File: config.mk
export PLATFORM = sky130hd
export DESIGN_NAME = control_fsm
export DESIGN_NICKNAME = d
export VERILOG_FILES = /design/src/rtl/cpu_pkg.sv /design/src/rtl/stack_ptr.sv /design/src/rtl/control_fsm.sv
export SDC_FILE = /design/constraint.sdc
export NUM_CORES = 1
export LEC_CHECK = 0
export BUFFER_PORTS_ARGS = -buffer_cell sky130_fd_sc_hd__buf_2
export CELL_PAD_IN_SITES_DETAIL_PLACEMENT = 1
export CELL_PAD_IN_SITES_GLOBAL_PLACEMENT = 1
export CORE_ASPECT_RATIO = 0.8
export CORE_MARGIN = 4
export CORE_UTILIZATION = 42
export CTS_CLUSTER_DIAMETER = 120
export DETAILED_ROUTE_END_ITERATION = 16
export GPL_ROUTABILITY_DRIVEN = 0
export MAX_ROUTING_LAYER = met4
export PLACE_DENSITY = 0.91
export SLEW_MARGIN = 0
export SYNTH_ARGS = -nofsm -noshare
export SYNTH_HDL_FRONTEND = slang
export SYNTH_SLANG_ARGS = --single-unit
File: constraint.sdc
create_clock -name clk -period 3.3 [get_ports clk]
set_clock_uncertainty 0.1 [all_clocks]
set_input_delay 0.66 -clock clk [delete_from_list [all_inputs] [get_ports clk]]
set_output_delay 0.66 -clock clk [all_outputs]
set_load 0.005 [all_outputs]
File: src/rtl/cpu_pkg.sv
// ----------------------------------------------------------------------------
// cpu_pkg
// Shared definitions for the control FSM: instruction opcodes (taken from the
// upper byte of an instruction word), FSM state encodings and a small decode
// helper.
// ----------------------------------------------------------------------------
package cpu_pkg;

    // Opcodes
    localparam logic [7:0] OP_INPUT     = 8'h01;
    localparam logic [7:0] OP_MOV       = 8'h02;
    localparam logic [7:0] OP_LOAD      = 8'h03;
    localparam logic [7:0] OP_STORE     = 8'h04;
    localparam logic [7:0] OP_PUSH      = 8'h05;
    localparam logic [7:0] OP_PULL      = 8'h06;
    localparam logic [7:0] OP_ALU_FIRST = 8'h10;
    localparam logic [7:0] OP_ALU_LAST  = 8'h15;
    localparam logic [7:0] OP_JMP       = 8'h20;
    localparam logic [7:0] OP_HALT      = 8'hFF;

    // FSM states
    localparam int unsigned STATE_W = 4;
    localparam logic [STATE_W-1:0] S_FETCH = 4'd0;
    localparam logic [STATE_W-1:0] S_IMM   = 4'd1;
    localparam logic [STATE_W-1:0] S_LD_A  = 4'd2;
    localparam logic [STATE_W-1:0] S_LD_D  = 4'd3;
    localparam logic [STATE_W-1:0] S_ST_A  = 4'd4;
    localparam logic [STATE_W-1:0] S_ST_D  = 4'd5;
    localparam logic [STATE_W-1:0] S_PUSH  = 4'd6;
    localparam logic [STATE_W-1:0] S_PULL  = 4'd7;
    localparam logic [STATE_W-1:0] S_JMP   = 4'd8;
    localparam logic [STATE_W-1:0] S_HALT  = 4'd9;

    function automatic logic is_alu_op(input logic [7:0] op);
        return (op >= OP_ALU_FIRST) && (op <= OP_ALU_LAST);
    endfunction

endpackage

File: src/rtl/stack_ptr.sv
// ----------------------------------------------------------------------------
// stack_ptr
// Full-descending stack pointer with bound checks. The pointer addresses the
// most recently pushed word; STACK_TOP itself is never written, so an empty
// stack has sp == STACK_TOP.
//   clk, rst_n : clock, asynchronous active-low reset
//   i_push     : decrement sp (ignored when full)
//   i_pull     : increment sp (ignored when empty)
//   o_sp       : current stack pointer
//   o_full     : STACK_DEPTH words are stacked
//   o_empty    : nothing is stacked
// ----------------------------------------------------------------------------
module stack_ptr #(
    parameter int unsigned          ADDR_W      = 16,
    parameter logic [ADDR_W-1:0]    STACK_TOP   = 16'hFFFF,
    parameter int unsigned          STACK_DEPTH = 256
) (
    input  logic              clk,
    input  logic              rst_n,
    input  logic              i_push,
    input  logic              i_pull,
    output logic [ADDR_W-1:0] o_sp,
    output logic              o_full,
    output logic              o_empty
);

    logic [ADDR_W-1:0] r_sp;
    logic              w_full;
    logic              w_empty;

    // Occupancy is measured as distance below the top, modulo 2^ADDR_W.
    assign w_full  = ((STACK_TOP - r_sp) == ADDR_W'(STACK_DEPTH));
    assign w_empty = (r_sp == STACK_TOP);

    always_ff @(posedge clk or negedge rst_n) begin
        if (!rst_n) begin
            r_sp <= STACK_TOP;
        end else if (i_push && !w_full) begin
            r_sp <= r_sp - ADDR_W'(1);
        end else if (i_pull && !w_empty) begin
            r_sp <= r_sp + ADDR_W'(1);
        end
    end

    assign o_sp    = r_sp;
    assign o_full  = w_full;
    assign o_empty = w_empty;

endmodule

File: src/rtl/control_fsm.sv
// ----------------------------------------------------------------------------
// control_fsm
// Instruction sequencer for a small accumulator-less core. Fetches 16-bit
// words from a combinational memory, drives register-file transfers and
// memory writes. Every output is a register, so each state's memory address
// is set up on the edge that enters it.
//   clk, rst_n          : clock, asynchronous active-low reset
//   mem_addr/en/we/wdata: memory request, mem_rdata returns mem[mem_addr]
//   reg_rdata           : register-file read data at reg_from
//   mov_en/reg_from/to  : one-cycle register transfer strobe and addresses
//   operand             : immediate, loaded word or ALU op code
//   pc, halted, stack_err: architectural status
// ----------------------------------------------------------------------------
module control_fsm
    import cpu_pkg::*;
#(
    parameter int unsigned       ADDR_W      = 16,
    parameter int unsigned       DATA_W      = 16,
    parameter int unsigned       RA_W        = 4,
    parameter logic [ADDR_W-1:0] STACK_TOP   = 16'hFFFF,
    parameter int unsigned       STACK_DEPTH = 256,
    parameter logic [RA_W-1:0]   IMM_SRC     = 4'hA,
    parameter logic [RA_W-1:0]   ALU_SRC     = 4'hD
) (
    input  logic              clk,
    input  logic              rst_n,
    output logic [ADDR_W-1:0] mem_addr,
    output logic              mem_en,
    output logic              mem_we,
    output logic [DATA_W-1:0] mem_wdata,
    input  logic [DATA_W-1:0] mem_rdata,
    input  logic [DATA_W-1:0] reg_rdata,
    output logic              mov_en,
    output logic [RA_W-1:0]   reg_from,
    output logic [RA_W-1:0]   reg_to,
    output logic [DATA_W-1:0] operand,
    output logic [ADDR_W-1:0] pc,
    output logic              halted,
    output logic              stack_err
);

    logic [STATE_W-1:0] r_state,    w_state_nxt;
    logic               r_push_wr,  w_push_wr_nxt;
    logic [ADDR_W-1:0]  r_pc,       w_pc_nxt;
    logic [ADDR_W-1:0]  r_ea,       w_ea_nxt;
    logic [DATA_W-1:0]  r_operand,  w_operand_nxt;
    logic [ADDR_W-1:0]  r_mem_addr, w_mem_addr_nxt;
    logic               r_mem_en,   w_mem_en_nxt;
    logic               r_mem_we,   w_mem_we_nxt;
    logic [DATA_W-1:0]  r_mem_wdata, w_mem_wdata_nxt;
    logic               r_mov_en,   w_mov_en_nxt;
    logic [RA_W-1:0]    r_reg_from, w_reg_from_nxt;
    logic [RA_W-1:0]    r_reg_to,   w_reg_to_nxt;
    logic               r_halted,   w_halted_nxt;
    logic               r_stack_err, w_stack_err_nxt;

    logic [7:0]         w_opcode;
    logic [ADDR_W-1:0]  w_pc_inc;
    logic [ADDR_W-1:0]  w_rdata_addr;
    logic               w_sp_push;
    logic               w_sp_pull;
    logic [ADDR_W-1:0]  w_sp;
    logic               w_sp_full;
    logic               w_sp_empty;

    assign w_opcode     = mem_rdata[15:8];
    assign w_pc_inc     = r_pc + ADDR_W'(1);
    assign w_rdata_addr = ADDR_W'(mem_rdata);

    stack_ptr #(
        .ADDR_W      (ADDR_W),
        .STACK_TOP   (STACK_TOP),
        .STACK_DEPTH (STACK_DEPTH)
    ) u_stack_ptr (
        .clk     (clk),
        .rst_n   (rst_n),
        .i_push  (w_sp_push),
        .i_pull  (w_sp_pull),
        .o_sp    (w_sp),
        .o_full  (w_sp_full),
        .o_empty (w_sp_empty)
    );

    always_comb begin
        w_state_nxt     = r_state;
        w_push_wr_nxt   = 1'b0;
        w_pc_nxt        = r_pc;
        w_ea_nxt        = r_ea;
        w_operand_nxt   = r_operand;
        w_mem_addr_nxt  = r_mem_addr;
        w_mem_en_nxt    = r_mem_en;
        w_mem_we_nxt    = 1'b0;
        w_mem_wdata_nxt = r_mem_wdata;
        w_mov_en_nxt    = 1'b0;
        w_reg_from_nxt  = r_reg_from;
        w_reg_to_nxt    = r_reg_to;
        w_halted_nxt    = r_halted;
        w_stack_err_nxt = r_stack_err;
        w_sp_push       = 1'b0;
        w_sp_pull       = 1'b0;

        case (r_state)
            S_FETCH: begin
                w_pc_nxt       = w_pc_inc;
                w_mem_addr_nxt = w_pc_inc;
                if (is_alu_op(w_opcode)) begin
                    w_reg_from_nxt = ALU_SRC;
                    w_reg_to_nxt   = RA_W'(mem_rdata[3:0]);
                    w_operand_nxt  = DATA_W'(mem_rdata[11:8]);
                    w_mov_en_nxt   = 1'b1;
                end else begin
                    case (w_opcode)
                        OP_INPUT: begin
                            w_reg_from_nxt = IMM_SRC;
                            w_reg_to_nxt   = RA_W'(mem_rdata[3:0]);
                            w_state_nxt    = S_IMM;
                        end
                        OP_MOV: begin
                            w_reg_from_nxt = RA_W'(mem_rdata[7:4]);
                            w_reg_to_nxt   = RA_W'(mem_rdata[3:0]);
                            w_mov_en_nxt   = 1'b1;
                        end
                        OP_LOAD: begin
                            // Destination is captured now; the opcode word is gone by LD_D.
                            w_reg_from_nxt = IMM_SRC;
                            w_reg_to_nxt   = RA_W'(mem_rdata[3:0]);
                            w_state_nxt    = S_LD_A;
                        end
                        OP_STORE: begin
                            w_reg_from_nxt = RA_W'(mem_rdata[7:4]);
                            w_state_nxt    = S_ST_A;
                        end
                        OP_PUSH: begin
                            w_reg_from_nxt = RA_W'(mem_rdata[7:4]);
                            w_state_nxt    = S_PUSH;
                        end
                        OP_PULL: begin
                            w_reg_from_nxt = IMM_SRC;
                            w_reg_to_nxt   = RA_W'(mem_rdata[3:0]);
                            w_mem_addr_nxt = w_sp;
                            w_state_nxt    = S_PULL;
                        end
                        OP_JMP: begin
                            w_state_nxt = S_JMP;
                        end
                        OP_HALT: begin
                            w_pc_nxt       = r_pc;
                            w_mem_addr_nxt = r_mem_addr;
                            w_mem_en_nxt   = 1'b0;
                            w_halted_nxt   = 1'b1;
                            w_state_nxt    = S_HALT;
                        end
                        default: ; // unknown opcode: NOP
                    endcase
                end
            end
            S_IMM: begin
                w_operand_nxt  = mem_rdata;
                w_mov_en_nxt   = 1'b1;
                w_pc_nxt       = w_pc_inc;
                w_mem_addr_nxt = w_pc_inc;
                w_state_nxt    = S_FETCH;
            end
            S_LD_A: begin
                w_ea_nxt       = w_rdata_addr;
                w_pc_nxt       = w_pc_inc;
                w_mem_addr_nxt = w_rdata_addr;
                w_state_nxt    = S_LD_D;
            end
            S_LD_D: begin
                w_operand_nxt  = mem_rdata;
                w_mov_en_nxt   = 1'b1;
                w_mem_addr_nxt = r_pc;
                w_state_nxt    = S_FETCH;
            end
            S_ST_A: begin
                // reg_from has been stable since FETCH, so reg_rdata is valid here.
                w_ea_nxt        = w_rdata_addr;
                w_pc_nxt        = w_pc_inc;
                w_mem_addr_nxt  = w_rdata_addr;
                w_mem_wdata_nxt = reg_rdata;
                w_mem_we_nxt    = 1'b1;
                w_state_nxt     = S_ST_D;
            end
            S_ST_D: begin
                w_mem_addr_nxt = r_pc;
                w_state_nxt    = S_FETCH;
            end
            S_PUSH: begin
                // Two phases: capture reg_rdata and address, then the write cycle.
                if (r_push_wr) begin
                    w_mem_addr_nxt = r_pc;
                    w_state_nxt    = S_FETCH;
                end else if (w_sp_full) begin
                    w_stack_err_nxt = 1'b1;
                    w_mem_addr_nxt  = r_pc;
                    w_state_nxt     = S_FETCH;
                end else begin
                    w_sp_push       = 1'b1;
                    w_mem_addr_nxt  = w_sp - ADDR_W'(1);
                    w_mem_wdata_nxt = reg_rdata;
                    w_mem_we_nxt    = 1'b1;
                    w_push_wr_nxt   = 1'b1;
                end
            end
            S_PULL: begin
                if (w_sp_empty) begin
                    w_stack_err_nxt = 1'b1;
                end else begin
                    w_operand_nxt = mem_rdata;
                    w_mov_en_nxt  = 1'b1;
                    w_sp_pull     = 1'b1;
                end
                w_mem_addr_nxt = r_pc;
                w_state_nxt    = S_FETCH;
            end
            S_JMP: begin
                w_pc_nxt       = w_rdata_addr;
                w_mem_addr_nxt = w_rdata_addr;
                w_state_nxt    = S_FETCH;
            end
            S_HALT: ; // parked until reset
            default: begin
                w_mem_addr_nxt = r_pc;
                w_state_nxt    = S_FETCH;
            end
        endcase
    end

    always_ff @(posedge clk or negedge rst_n) begin
        if (!rst_n) begin
            r_state     <= S_FETCH;
            r_push_wr   <= 1'b0;
            r_pc        <= '0;
            r_ea        <= '0;
            r_operand   <= '0;
            r_mem_addr  <= '0;
            r_mem_en    <= 1'b1;
            r_mem_we    <= 1'b0;
            r_mem_wdata <= '0;
            r_mov_en    <= 1'b0;
            r_reg_from  <= '0;
            r_reg_to    <= '0;
            r_halted    <= 1'b0;
            r_stack_err <= 1'b0;
        end else begin
            r_state     <= w_state_nxt;
            r_push_wr   <= w_push_wr_nxt;
            r_pc        <= w_pc_nxt;
            r_ea        <= w_ea_nxt;
            r_operand   <= w_operand_nxt;
            r_mem_addr  <= w_mem_addr_nxt;
            r_mem_en    <= w_mem_en_nxt;
            r_mem_we    <= w_mem_we_nxt;
            r_mem_wdata <= w_mem_wdata_nxt;
            r_mov_en    <= w_mov_en_nxt;
            r_reg_from  <= w_reg_from_nxt;
            r_reg_to    <= w_reg_to_nxt;
            r_halted    <= w_halted_nxt;
            r_stack_err <= w_stack_err_nxt;
        end
    end

    assign mem_addr  = r_mem_addr;
    assign mem_en    = r_mem_en;
    assign mem_we    = r_mem_we;
    assign mem_wdata = r_mem_wdata;
    assign mov_en    = r_mov_en;
    assign reg_from  = r_reg_from;
    assign reg_to    = r_reg_to;
    assign operand   = r_operand;
    assign pc        = r_pc;
    assign halted    = r_halted;
    assign stack_err = r_stack_err;

endmodule

---- Word-level counts from Yosys, hierarchy flattened ----
Cells that the tools add are included.
word-level totals
  word-level logic and storage cells ...... 116
  output and inout port bits .............. 77
  bits of input ports ..................... 34
  flip-flop bits (word level) ............. 98
operators by class
  magnitude comparators ................... 2
  eq/ne operators ......................... 28
  bitwise logic cells ..................... 2
  $add $sub $neg .......................... 4
  multiplexer cells ....................... 38
  reductions and logical operators ........ 28
operators with widths
  kind                    count
  $mux 16                 11
  $pmux 16 s3             2
  $pmux 16 s5             1
  $pmux 16 s2             2
  $add 16x1->16 const B   2
  $pmux 4 s7              1
  $eq 8x3->1 const B      3
  $mux 4                  6
  $pmux 4 s5              1
  $eq 16x16->1 const B    1
  $eq 16x9->1 const B     1
  $eq 8x2->1 const B      2
  $sub 16x1->16 const B   1
  $sub 16x16->16 const A  1
  $eq 4x3->1 const B      3
  $reduce_or 3->1         4
  $mux 1                  10
  $ne 2x2->1 const B      5
  $reduce_and 3->1        3
  $reduce_bool 3->1       3
  $eq 4x2->1 const B      2
  $eq 4x4->1 const B      2
  $eq 8x1->1 const B      1
  $eq 8x6->1 const B      1
  other kinds (20)        33

---- Longest topological paths before layout ----
Gate-level depths: netlist of run 1.
  depth in word-level cells ............... 7
  mapped depth ............................ 10
  depth with buffers taken out ............ 8

---- Hierarchy ----
From an unflattened synthesis of run 1, not the netlist that was laid out.
second synthesis, totals
  cell total of the unflattened synthesis .. 777
  area total of the unflattened synthesis .. 6477.5 um2
modules (own cells, without submodules)
  module       times used  cells each  area each (um2)  seq. area each (um2)
  control_fsm  1           609         5026.1           2053.2
  stack_ptr    1           168         1451.4           420.4

---- Worst setup path after synthesis of run 1 ----
No wires, ideal clock.
  path type ............................... input -> register
  from .................................... input port mem_rdata[11]
  to ...................................... register r_mem_addr[12], in the netlist mem_addr[12]
  library setup time ...................... 127 ps
  data arrival time ....................... 2385 ps
  cell stages on the path ................. 8
  path slack .............................. 688 ps
  buffers on the path ..................... 2
  required time ........................... 3073 ps
  cells stage by stage .................... or4_1 buf_2 or3_1 buf_6 a21oi_4 o31ai_1 o32ai_2 a21oi_1
between the ends
  longest elaborated chain between the ends .. 4
  elaborated cells between the ends (all ways) .. 10
  those cells by class .................... order compare (2); eq/ne (3); mux (3); reduce/logical (2)
ends and longest elaborated chain
  element                                           line                               RTL
  start: declaration                                control_fsm.sv:31                  input logic [DATA_W-1:0] mem_rdata,
  $ge 8x5->1, or another cell as far along          cpu_pkg.sv:35                      return (op >= OP_ALU_FIRST) && (op <= OP_ALU_LAST);
  $logic_and 1x1->1 or $pmux 16 s2 (tied branches)  cpu_pkg.sv:35, control_fsm.sv:112
  $mux 16 or $ne 3x3->1 (tied branches)             n/a
  $pmux 16 s5 or $reduce_and 2->1 (tied branches)   n/a
  end signal: assignment                            control_fsm.sv:252                 r_mem_addr <= w_mem_addr_nxt;
  end: declaration                                  control_fsm.sv:47                  logic [ADDR_W-1:0] r_mem_addr, w_mem_addr_nxt;
Several ways; a longest one is shown, not always the timed one.
A chain may end at the register's enable or synchronous reset.

---- Final worst setup path of run 1 ----
  from .................................... register u_stack_ptr.r_sp[0], in the netlist u_stack_ptr.o_sp[0]
  to ...................................... register r_mem_wdata[1], in the netlist mem_wdata[1]
between the ends
  longest elaborated chain between the ends .. 4
ends and longest elaborated chain
  element                            line                RTL
  start: declaration                 stack_ptr.sv:27     logic [ADDR_W-1:0] r_sp;
  start signal: assignment           stack_ptr.sv:39     r_sp <= r_sp - ADDR_W'(1);
  start signal: assignment           stack_ptr.sv:41     r_sp <= r_sp + ADDR_W'(1);
  $sub 16x16->16                     stack_ptr.sv:32     assign w_full = ((STACK_TOP - r_sp) == ADDR_W'(STACK_DEPTH));
  $eq 16x9->1                        stack_ptr.sv:32
  $ne 2x2->1 (no source line)        n/a
  $reduce_and 3->1 (no source line)  n/a
  end signal: assignment             control_fsm.sv:255  r_mem_wdata <= w_mem_wdata_nxt;
  end: declaration                   control_fsm.sv:50   logic [DATA_W-1:0] r_mem_wdata, w_mem_wdata_nxt;
Every way passes these cells.

==> reports/summary.txt, run 1 <==
Clock transition at path regs: 0.07 ns
adder-cell share of the synthesized area: 0.6224%
Area growth syn-to-layout: 15.73%
area leader, netlist: dfrtp_1
Peak VDD IR: 0.0004663 V
row count: 38
post_cts resized: 0
Crit Path Class: register to register
Final Slew Violations: 0
Total Routing Usage GR: 28.14%
CTS root buf: clkbuf_16
Final Hold Violating Endpoints: 0
initial DRC count: 675
Initial Utilization: 43.74%
Synth Area in Simple Gates: 20.10%
Synth cell types: 78
I/O pin count: 111
CTS buffer count: 9
main flop type after synthesis: dfrtp_1
Pre-Repair DR Iteration Count: 5
Synth Area in Compound Gates: 23.20%
register area share after synthesis: 41.02%
Syn Inst Count: 695
Post-Syn Area: 6031 um2
nets@finish: 817
Synth top cells by count: dfrtp_1 (81), nand2_1 (80), a21oi_1 (63)
first-pass GRT wire length: 35050 um
Setup Fix Bufs, Post-CTS: 0
pre-CTS setup slack: 0.1629 ns
Worst R2R Start: u_stack_ptr.o_sp[0]$_DFFE_PN1P_
CP arrival: 3.08 ns
M1 WL: 9356 um
vias in the first global route: 6152
Tmin final: 2.928 ns
via count: 6147
initial antenna violation count: 0
FILL cells: 1682
MaxCap Viol Count: 0
Finish-stage setup viols: 0
EDFF count, synth: 0
worst-margin pin slew: 1.001 ns
Fin Hold WS: 0.3588 ns
CTS H-Tree Depth: 3
share of layout cells above drive strength 1: 24.84%
Num Clock Sinks: 98
unrepaired setup endpoints after global routing: false
I/O Buffers: 110
multiplexer area fraction after synthesis: 4.730%
Inserted Diodes: 0
Residual DRC: 0
vias per inst: 6.370
area of the core: 13790 um2
Routed met2 length: 10140 um
CP max FO: 17
FFs w/ async S/R, synth: 100.0%
status: complete, no violations
Total Neg Setup Slack: 0 ns
pwr dens: 954.8 nW/um2
Crit. End Element: register
dpl hpwl: 16080 um
Top Layer Used: met4
most numerous cell in the Yosys netlist: dfrtp_1
top-area cell type share of the netlist area: 33.61%
fmax: 0.3415 GHz
Yosys warning total: 0
CTS tree: done
Avg WL per Cell: 22.66 um
clk_lat worst skew: 0.36 ns
hold_buf cts: 0
critical path startpoint: u_stack_ptr.o_sp[0]$_DFFE_PN1P_
gr ovfl total: 0
Synth Register Bits: 98
syn avg cell area: 8.677 um2
WP data required: 3.45 ns
largest family of logic cells by synthesized area: compound AO/OA/AOI/OAI gates
HP Class: input port to async pin
Post-Route WL: 21870 um
setup ws final: 0.3721 ns
Clock Path Buffers: 2
Leak: 3.080 nW
Die W: 142.0 um
die height: 115.2 um
Critical Path Start Type: register
top post-synthesis cells by area: dfrtp_1 (34%), dfstp_2 (7.4%), a21oi_1 (5.2%), nand2_1 (5.0%), o21ai_0 (3.7%)
period utilization: 88.72%
post-synthesis xor/xnor area fraction: 5.373%
remaining antenna violation count: 0
Met3 Wirelength: 1745 um
largest net degree at the start of global routing: 77
syn nets: 732
Slew headroom: 33.25%
Die ar.: 16350 um2
==> layout by cell type (no fill, tap or decap), types with 3 or more instances in the layout <==
cell / n
a211oi_2: 5
a21o_1: 3
or2_1: 3
clkinv_2: 3
o21ai_1: 18
a31oi_1: 14
nand2_1: 80
and2_1: 3
a211oi_1: 3
o21ai_0: 45
ha_1: 3
a41oi_1: 3
nor3_1: 24
inv_1: 10
a221oi_1: 4
mux2_1: 9
a21oi_1: 63
nand3_1: 21
o211ai_1: 4
o22ai_1: 17
nand2b_1: 9
and4_1: 3
buf_4: 22
dfstp_2: 17
xor2_1: 18
or3_1: 8
buf_2: 109
dfrtp_1: 81
and3_1: 3
nor2_1: 52
xnor2_1: 19
mux2_2: 11
o311a_1: 3
clkbuf_16: 9
nor4_1: 6
o31ai_1: 7
mux2i_1: 6
nand4_1: 12
==> worst max-delay path, stage by stage, from the launching register on <==
cell and delay, ns:
dfstp_2 0.64, ha_1 0.28, nand2b_1 0.12, nor3_1 0.26
a21o_1 0.18, inv_2 0.14, nor2_2 0.68, mux2_2 0.42
==> cell families after synthesis <==
group                    count (synthesis)
AO/OA/AOI/OAI                          219
XOR/XNOR                                37
adder cells (fa/ha/maj)                  3
buffers and inverters                   68
flip-flops                              98
multiplexers                            26
AND/OR/NAND/NOR                        244
==> metrics by stage <==
step,util (%),total power (W),cells,instance area [um2]
after CTS,50.62,0.006641,965,6979
after global placement,48.66,0.005354,949,6709
after global routing,50.62,0.007101,965,6979
final,50.62,0.006664,965,6979
after floorplan,-,0.004300,695,6031
after detailed placement,48.66,0.005583,949,6709
==> state kept, by name, indices dropped and copies added, names as in the netlist <==
name	flops
operand	16
mem_wdata	16
reg_from	4
r_state	4
mem_we	1
pc	16
mem_addr	16
mem_en	1
reg_to	4
r_push_wr	1
u_stack_ptr.o_sp	16
halted	1
stack_err	1
mov_en	1
==> per-layer routing <==
metal | vias to the layer above | track usage (%)
met2 | 295 | 43.43
met1 | 3096 | 38.02
met3 | 53 | 5.738
met4 | 0 | 7.545
li1 | 2703 | -
met5 | - | -
==> final cells by class <==
cell class / instances / area (um2) / share of cell area (%)
Clock inverter: 6 / 41.29 / 0.5916
Timing Repair Buffer: 131 / 710.7 / 10.18
Tap cell: 180 / 225.2 / 3.227
Clock buffer: 10 / 229.0 / 3.281
Multi-Input combinational cell: 529 / 3258 / 46.68
Sequential cell: 98 / 2474 / 35.44
Inverter: 11 / 41.29 / 0.5916
==> path summary, 6_finish.rpt <==
path / endpoint / slack [ns] / cells after the start
hold reg to reg: halted$_DFFE_PN0P_ / 0.38 / 1
hold / removal: mem_wdata[0]$_DFFE_PN0P_ / 0.36 / 1
max in group asynchronous: mem_addr[8]$_DFFE_PN0P_ / 1.95 / 2
min in group clk: halted$_DFFE_PN0P_ / 0.38 / 1
setup reg to reg: mem_wdata[1]$_DFFE_PN0P_ / 0.37 / 7
setup / recovery: mem_wdata[1]$_DFFE_PN0P_ / 0.37 / 7
==> power by group <==
group	internal (W)	total, W	switching, W
clock network	0.000515	0.00102	0.000506
logic	0.00138	0.00316	0.00178
registers	0.00177	0.00249	0.000718
No activity file was read; power rests on OpenSTA's default activity.
==> inputs of run 2 (changes only) <==
- CORE_UTILIZATION: 42 -> 46
- PLACE_DENSITY: 0.91 -> 0.95
- clock period: 3.3 -> 3.51 ns (I/O delays scaled with it)
==> run 2 against run 1 <==
Compared with the run above:
- final cell count fell by 0.83%
- core utilization rose by 4.0 points
- count of clock-buffer cells in the layout rose by 1
- sequential share of layout area fell by 0.14 points
- final area rose by 0.39%
- die area fell by 8.2%
- global-route usage rose by 3.1 points
- sequential cell count did not move
- first-iteration DRC count rose by 7.1%
- routed wire length rose by 4.1%
- non-clock buffer count fell by 3
- critical path depth did not move
- largest power group unchanged
==> reports/summary.txt, run 2 (same netlist as run 1, synthesis figures left out) <==
MaxCap Viol Count: 0
WP data required: 3.65 ns
Crit Path Class: input port to register
Pre-Repair DR Iteration Count: 5
status: complete, no violations
nets@finish: 814
M1 WL: 9469 um
Avg WL per Cell: 23.78 um
share of layout cells above drive strength 1: 24.68%
Critical Path Start Type: input port
most frequent cells in the layout: buf_2 (109), dfrtp_1 (81), nand2_1 (80)
Die W: 136.0 um
Post-Route WL: 22760 um
Residual DRC: 0
setup slack, reg-to-reg: 0.59 ns
Setup Fix Bufs, Post-CTS: 0
r2r endpoint: pc[9]$_DFFE_PN0P_
Top Layer Used: met4
die height: 110.4 um
Total Neg Setup Slack: 0 ns
pwr dens: 919.9 nW/um2
dpl hpwl: 16300 um
most common cell after layout, fill and taps aside: buf_2
Cells after DPL: 941
Total Routing Usage GR: 31.28%
slowest stage delay, CP: 0.73 ns
Cell Chain, Critical Path: buf_2 -> or4_1 -> or3_1 -> a21oi_4 -> o31ai_1 -> o32ai_2 -> a21oi_1
Initial Utilization: 47.03%
unrepaired setup endpoints after global routing: false
CP max FO: 17
vias in the first global route: 6277
Worst R2R Start: r_state[1]$_DFFE_PN0P_
CTS tree: done
post_cts resized: 0
Slew headroom: 32.07%
Final Slew Violations: 0
hold_buf cts: 0
Inserted Diodes: 0
initial DRC count: 723
remaining antenna violation count: 0
worst-margin pin slew: 1.010 ns
largest net degree at the start of global routing: 55
Clock Path Buffers: 2
Leak: 3.078 nW
Die ar.: 15020 um2
clk_lat worst skew: 0.36 ns
initial antenna violation count: 0
CTS buffer count: 9
I/O pin count: 111
CTS H-Tree Depth: 3
CP max-delay cell: or3_1
reg2reg path depth: 5
HP Class: input port to async pin
crit-path leading delay family: simple AND/OR/NAND/NOR gates
Met3 Wirelength: 2034 um
vias per inst: 6.445
Routed met2 length: 10620 um
Final Hold Violating Endpoints: 0
period utilization: 86.20%
fmax: 0.3305 GHz
gr ovfl total: 0
I/O Buffers: 110
CTS root buf: clkbuf_16
Finish-stage setup viols: 0
Crit. End Element: register
Crit path buffers/inverters: 1
Area growth syn-to-layout: 16.18%
Clock transition at path regs: 0.07 ns
Tmin final: 3.026 ns
row count: 37
Peak VDD IR: 0.0004009 V
Num Clock Sinks: 98
first-pass GRT wire length: 36040 um
area of the core: 12820 um2
CP arrival: 3.17 ns
Final Non-Filler Cells: 957
via count: 6168
==> run 2: cell types whose count changed in the layout (fill, tap and decap cells not counted) <==
cell and change:
buf_12 +1, buf_4 -4, bufinv_16 +1, clkbuf_1 -1, clkbuf_8 +2, clkinv_2 -3, clkinv_4 -1, clkinvlp_4 +3
inv_6 -1
==> run 2: how the worst max path moves through the flow <==
| stage | from | endpoint | slack, ns | cells after the start |
|---|---|---|---|---|
| floorplan | mem_rdata[11] | mem_addr[12]$_DFFE_PN0P_ | 0.86 | 8 |
| global placement | mem_rdata[11] | mem_addr[12]$_DFFE_PN0P_ | 0.32 | 7 |
| detailed placement | mem_rdata[11] | mem_addr[12]$_DFFE_PN0P_ | 0.18 | 7 |
| CTS | mem_rdata[11] | mem_addr[12]$_DFFE_PN0P_ | 0.57 | 7 |
| global route | mem_rdata[11] | mem_addr[12]$_DFFE_PN0P_ | 0.47 | 7 |
| finish | mem_rdata[11] | mem_addr[12]$_DFFE_PN0P_ | 0.48 | 7 |
==> run 2: area by class of cell <==
class	count	area (um2)
Clock buffer	11	252.7
Timing Repair Buffer	128	700.7
Clock inverter	5	61.31
Tap cell	175	219.0
Multi-Input combinational cell	529	3258
Inverter	11	41.29
Sequential cell	98	2474
Fill cell	1559	5817
==> run 2: per-stage QoR <==
stage / util, % / area (um2) / total power [W] / hold WS [ns] / worst slack (ns)
5_1_grt: 54.64 / 7007 / 0.006789 / 0.3789 / 0.4688
3_3_place_gp: 52.19 / 6693 / 0.005005 / 0.3481 / 0.3188
3_5_place_dp: 52.19 / 6693 / 0.005236 / 0.3655 / 0.1844
4_1_cts: 54.64 / 7007 / 0.006364 / 0.3409 / 0.5671
6_report: 54.64 / 7007 / 0.006446 / 0.3126 / 0.4844
2_1_floorplan: - / 6031 / 0.004043 / 0.3064 / 0.8558
==> run 2: routing by layer <==
layer	vias to the layer above	GRT usage, %
met5	-	-
met4	0	8.731
met3	59	7.013
met2	360	48.33
met1	3052	41.53
li1	2697	-
==> run 2: report_power, final <==
| part | leakage [nW] | total [W] | switching, W | internal (W) |
|---|---|---|---|---|
| clock network | 0.144 | 0.00107 | 0.000473 | 0.000594 |
| registers | 1.18 | 0.00235 | 0.000690 | 0.00166 |
| logic | 1.75 | 0.00303 | 0.00175 | 0.00128 |
